**config.mk**
```make
export PLATFORM = sky130hd
export DESIGN_NAME = menu_fade_ctrl
export DESIGN_NICKNAME = d
export VERILOG_FILES = /design/src/rtl/menu_fade_ctrl.sv
export SDC_FILE = /design/constraint.sdc
export NUM_CORES = 1
export LEC_CHECK = 0
export BUFFER_PORTS_ARGS = -buffer_cell sky130_fd_sc_hd__clkbuf_2
export CAP_MARGIN = 20
export CORE_MARGIN = 4
export CORE_UTILIZATION = 45
export CTS_BUF_LIST = sky130_fd_sc_hd__clkbuf_4
export CTS_CLUSTER_SIZE = 12
export DETAILED_ROUTE_END_ITERATION = 8
export PLACE_DENSITY = 0.72
export SETUP_SLACK_MARGIN = 0.02
export SYNTH_ARGS = -nofsm -noshare
export SYNTH_HDL_FRONTEND = slang
export SYNTH_SLANG_ARGS = --single-unit
```
**constraint.sdc**
```tcl
create_clock -name Clk -period 5.9 [get_ports Clk]
set_input_delay 0.59 -clock Clk [delete_from_list [all_inputs] [get_ports Clk]]
set_output_delay 0.59 -clock Clk [all_outputs]
set_load 0.005 [all_outputs]
```
**src/rtl/menu_fade_ctrl.sv**
```systemverilog
// Main-menu colour path with frame-paced fade-in/fade-out.
// A palette index is registered and sent to an external palette lookup. The
// returned RGB is scaled by the brightness level that was sampled with that
// pixel, so the output is available a fixed two cycles later.
//
// state    | meaning
// ---------+--------------------------------------------------
// BLACK    | level held at 0, waiting for a fade-in request
// FADE_IN  | level rises by 1 every FRAMES_PER_STEP vsyncs
// SHOWN    | level held at 16, waiting for a fade-out request
// FADE_OUT | level falls by 1 every FRAMES_PER_STEP vsyncs
module menu_fade_ctrl #(
  parameter int FRAMES_PER_STEP = 4
) (
  input  logic       Clk,
  input  logic       Reset_n,
  input  logic       vsync_pulse,
  input  logic       fade_in_req,
  input  logic       fade_out_req,
  input  logic       pix_valid_in,
  input  logic [3:0] index_in,
  output logic [3:0] pal_index,
  input  logic [3:0] pal_red,
  input  logic [3:0] pal_green,
  input  logic [3:0] pal_blue,
  output logic [3:0] red_out,
  output logic [3:0] green_out,
  output logic [3:0] blue_out,
  output logic       pix_valid_out,
  output logic [4:0] level,
  output logic       busy,
  output logic       done
);

  typedef enum logic [1:0] {
    BLACK    = 2'd0,
    FADE_IN  = 2'd1,
    SHOWN    = 2'd2,
    FADE_OUT = 2'd3
  } state_t;

  localparam logic [7:0] LAST_FRAME = 8'(FRAMES_PER_STEP - 1);
  localparam logic [4:0] LVL_MAX    = 5'd16;

  state_t     state_q, state_d;
  logic [4:0] level_q, level_d;
  logic [7:0] cnt_q, cnt_d;
  logic       busy_q, busy_d;
  logic       done_q, done_d;

  logic [3:0] pal_index_q;
  logic       v1_q;
  logic [4:0] lvl1_q;
  logic [3:0] red_q, green_q, blue_q;
  logic       pix_valid_q;

  // fade_out_req has priority; a simultaneous fade_in_req is dropped
  logic in_req;
  assign in_req = fade_in_req & ~fade_out_req;

  // A full-brightness pixel is passed through untouched so 16 is exact
  function automatic logic [3:0] scale(input logic [3:0] c, input logic [4:0] l);
    logic [8:0] p;
    p = 9'(c) * 9'(l);
    if (l == LVL_MAX) return c;
    return 4'(p >> 4);
  endfunction

  // State, level, frame counter and status flags
  always_ff @(posedge Clk or negedge Reset_n) begin
    if (!Reset_n) begin
      state_q <= BLACK;
      level_q <= '0;
      cnt_q   <= '0;
      busy_q  <= 1'b0;
      done_q  <= 1'b0;
    end else begin
      state_q <= state_d;
      level_q <= level_d;
      cnt_q   <= cnt_d;
      busy_q  <= busy_d;
      done_q  <= done_d;
    end
  end

  // Next-state: requests pre-empt a coinciding step vsync
  always_comb begin
    state_d = state_q;
    level_d = level_q;
    cnt_d   = cnt_q;
    done_d  = 1'b0;
    unique case (state_q)
      BLACK: begin
        level_d = '0;
        cnt_d   = '0;
        if (in_req) state_d = FADE_IN;
      end
      FADE_IN: begin
        if (fade_out_req) begin
          state_d = FADE_OUT;
          cnt_d   = '0;
        end else if (vsync_pulse) begin
          if (cnt_q >= LAST_FRAME) begin
            cnt_d   = '0;
            level_d = (level_q >= LVL_MAX) ? LVL_MAX : level_q + 5'd1;
            if (level_d == LVL_MAX) begin
              state_d = SHOWN;
              done_d  = 1'b1;
            end
          end else begin
            cnt_d = cnt_q + 8'd1;
          end
        end
      end
      SHOWN: begin
        level_d = LVL_MAX;
        cnt_d   = '0;
        if (fade_out_req) state_d = FADE_OUT;
      end
      FADE_OUT: begin
        if (in_req) begin
          state_d = FADE_IN;
          cnt_d   = '0;
        end else if (vsync_pulse) begin
          if (cnt_q >= LAST_FRAME) begin
            cnt_d   = '0;
            level_d = (level_q == 5'd0) ? 5'd0 : level_q - 5'd1;
            if (level_d == 5'd0) begin
              state_d = BLACK;
              done_d  = 1'b1;
            end
          end else begin
            cnt_d = cnt_q + 8'd1;
          end
        end
      end
      default: begin
        state_d = BLACK;
        level_d = '0;
        cnt_d   = '0;
      end
    endcase
    busy_d = (state_d == FADE_IN) || (state_d == FADE_OUT);
  end

  // Stage 1: capture index, valid and the level that belongs to this pixel
  always_ff @(posedge Clk or negedge Reset_n) begin
    if (!Reset_n) begin
      pal_index_q <= '0;
      v1_q        <= 1'b0;
      lvl1_q      <= '0;
    end else begin
      pal_index_q <= index_in;
      v1_q        <= pix_valid_in;
      lvl1_q      <= level_q;
    end
  end

  // Stage 2: scale the palette colour; blank pixels come out black
  always_ff @(posedge Clk or negedge Reset_n) begin
    if (!Reset_n) begin
      red_q       <= '0;
      green_q     <= '0;
      blue_q      <= '0;
      pix_valid_q <= 1'b0;
    end else begin
      red_q       <= v1_q ? scale(pal_red,   lvl1_q) : 4'd0;
      green_q     <= v1_q ? scale(pal_green, lvl1_q) : 4'd0;
      blue_q      <= v1_q ? scale(pal_blue,  lvl1_q) : 4'd0;
      pix_valid_q <= v1_q;
    end
  end

  assign pal_index     = pal_index_q;
  assign red_out       = red_q;
  assign green_out     = green_q;
  assign blue_out      = blue_q;
  assign pix_valid_out = pix_valid_q;
  assign level         = level_q;
  assign busy          = busy_q;
  assign done          = done_q;

endmodule

```
==> metrics.csv <==
metric,value,unit
CP endpoint kind,flip-flop,
Routed WL per cell,13.24,um
Synth Net Count,421,
# port buffers,45,
post-DR vias/cell,5.190,
GP Congestion,0.9128,
Cell variety after synth,41,
Yosys top cell area share,31.15,%
"slowest stage delay, CP",0.59,ns
"CTS clk-pin slew, worst paths",0.12,ns
Finished Core Util,51.38,%
setup slack after layout,2.626,ns
setup TNS,0,ns
Worst R2R Path Depth,11,
Initial DRC Count,106,
grt ovf,0,
Die W,91.44,um
path category of the worst min-delay check,in -> async,
Critical Path Source,lvl1_q[1],
"Max FO, Critical Path",17,
pwr dens,398.3,mW/mm2
GRT Util Overall,16.61,%
CTS sink count,39,
Layout Nets,459,
Clock Path Buffers,2,
measured slew at the worst slew-check pin,0.5387,ns
leakage power,1.685,nW
core area,0.006794,mm2
synthesized area per cell,8.850,um2
Post CTS Setup Buffer Count,0,
Mapped Cells,354,
Clock Latency Late Sink,0.35,ns
crit path time final,3.274,ns
initial antenna violation count,0,
ANT nets after route,0,
asr flop ratio synth,100.0,%
num rows,30,
RSZ-0062 raised after global routing,false,
Die Y,91.44,um
# diodes,0,
worst r2r src,lvl1_q[1],
Commonest cells post-synth,"nand2_1 (44), dfrtp_1 (39), inv_1 (33), and2_1 (32), ha_1 (30)",
# IOs,46,
Routed WL,6476,um
CP arrival,3.52,ns
status,"complete, no violations",
layout cells sized above 1,14.76,%
top-count cell post-synth,nand2_1,
cts bufs inserted,5,
Yosys reg bits,39,
maximum clock rate,305.4,MHz
CP startpoint kind,flip-flop,
WP data required,6.15,ns
H-tree depth,2,
first-pass GRT wire length,11430,um
register-to-register setup slack,2.63,ns
"Period Utilization, post-route",55.49,%
top post-synthesis cells by area,"dfrtp_1 (31%), ha_1 (12%), fa_1 (9.6%), and2_1 (6.4%), nand2_1 (5.3%)",
number of enable flip-flop cells after synthesis,0,
vias in the first global route,2500,
HPWL after detailed placement,4920,um
top_reg_cell synth,dfrtp_1,
post-route cell area,0.003491,mm2
Layout area overhead,11.42,%
slew margin rel.,64.09,%
Hold Fails Final Rpt,0,
die area,0.008361,mm2
VDD IR-drop max,0.1709,mV
Crit Path Class,reg -> reg,
total number of vias,2538,
Synth area leader,dfrtp_1,
Final setup violation count,0,
PostCTS Resize Cnt,0,
"Seq/Total Area, Yosys",31.15,%
CTS Hold Buffers Added,0,
Residual DRC,0,
max_cap viols,0,
root buffer cell,clkbuf_4,
Max Slew Vio Count,0,
CTS tree,done,
cells along the critical path,and2_1 -> fa_1 -> inv_1 -> fa_1 -> inv_1 -> ha_1 -> nand4_1 -> o2111ai_1 -> xnor2_1 -> o21ai_0 -> and2_1,
pre-CTS setup slack,2.516,ns
drt first pass iters,4,
largest net degree at the start of global routing,40,
area post-placement,0.003413,mm2
Mapped Area,0.003133,mm2
Starting Density,46.11,%
critical path's slowest cell,dfrtp_1,
synthesis warning total,0,
Fin Clk Skew,0.01842,ns
## metal layers
layer,global-route usage (%),vias to the layer above,wire (um)
met5,0,-,0
met4,3.266,0,51
met1,21.97,1222,2939
met2,28.79,53,3215
met3,2.568,6,270
li1,-,1257,-
## worst max-delay path, delay by kind of cell (launching register included)
family	cells	cell delay [ns]
adders and majority gates	3	1.42
DFF	1	0.59
AOI/OAI and AO/OA	2	0.38
buffers and inverters	2	0.10
and+or+nand+nor	3	0.54
xor gates and xnor gates	1	0.15
## layout by cell type, fill, tap and decap left out, drive strengths merged, types with 17 or more instances in the layout
master,count
and2,32
clkbuf,50
dfrtp,39
ha,30
inv,33
nand2,44
nand3,17
nor2,22
o21ai,20
xnor2,18
## state kept, by name, indices dropped and copies added (netlist names)
| register | count |
|---|---|
| busy | 1 |
| v1_q | 1 |
| cnt_q | 8 |
| blue_out | 4 |
| pix_valid_out | 1 |
| state_q | 1 |
| red_out | 4 |
| pal_index | 4 |
| lvl1_q | 5 |
| level | 5 |
| done | 1 |
| green_out | 4 |
## kinds of logic (layout without fill, tap and decap cells)
logic type	Yosys count	count (layout)	synth area share, %
buffers and inverters	48	87	6.030
AND/OR/NAND/NOR	142	142	22.80
adder cells (fa/ha/maj)	45	45	21.57
AO/OA/AOI/OAI	54	54	11.02
multiplexers	4	4	1.278
flip-flops	39	39	31.15
XOR/XNOR	22	22	6.150
## layout make-up
cell class	instances	area [um2]
multi-input combinational	267	1968
tap	96	120.1
sequential	39	975.9
inverter	33	123.9
timing repair buffer	46	245.2
fill	664	3303
clock buffer	5	37.54
clock inverter	3	20.02
## metrics by stage
step	hold WS [ns]	std cells	power (mW)
3_3_place_gp	0.4929	480	1.240
3_5_place_dp	0.5095	480	1.265
5_1_grt	0.09496	489	1.558
2_1_floorplan	0.2944	354	1.053
6_report	0.08364	489	1.390
4_1_cts	0.3152	488	1.404
## path summary, 6_finish.rpt
check | to
max | green_out[2]
min | red_out[0]
max reg2reg | green_out[2]
min reg2reg | cnt_q[7]
max in group asynchronous | lvl1_q[4]
min in group Clk | v1_q
## report_power, final
part / switching [mW] / total, mW / internal [mW]
Combinational: 0.437 / 0.806 / 0.369
Clock: 0.0925 / 0.138 / 0.0458
Sequential: 0.111 / 0.446 / 0.335
Total: 0.640 / 1.39 / 0.751
No activity file was read; power rests on OpenSTA's default activity.
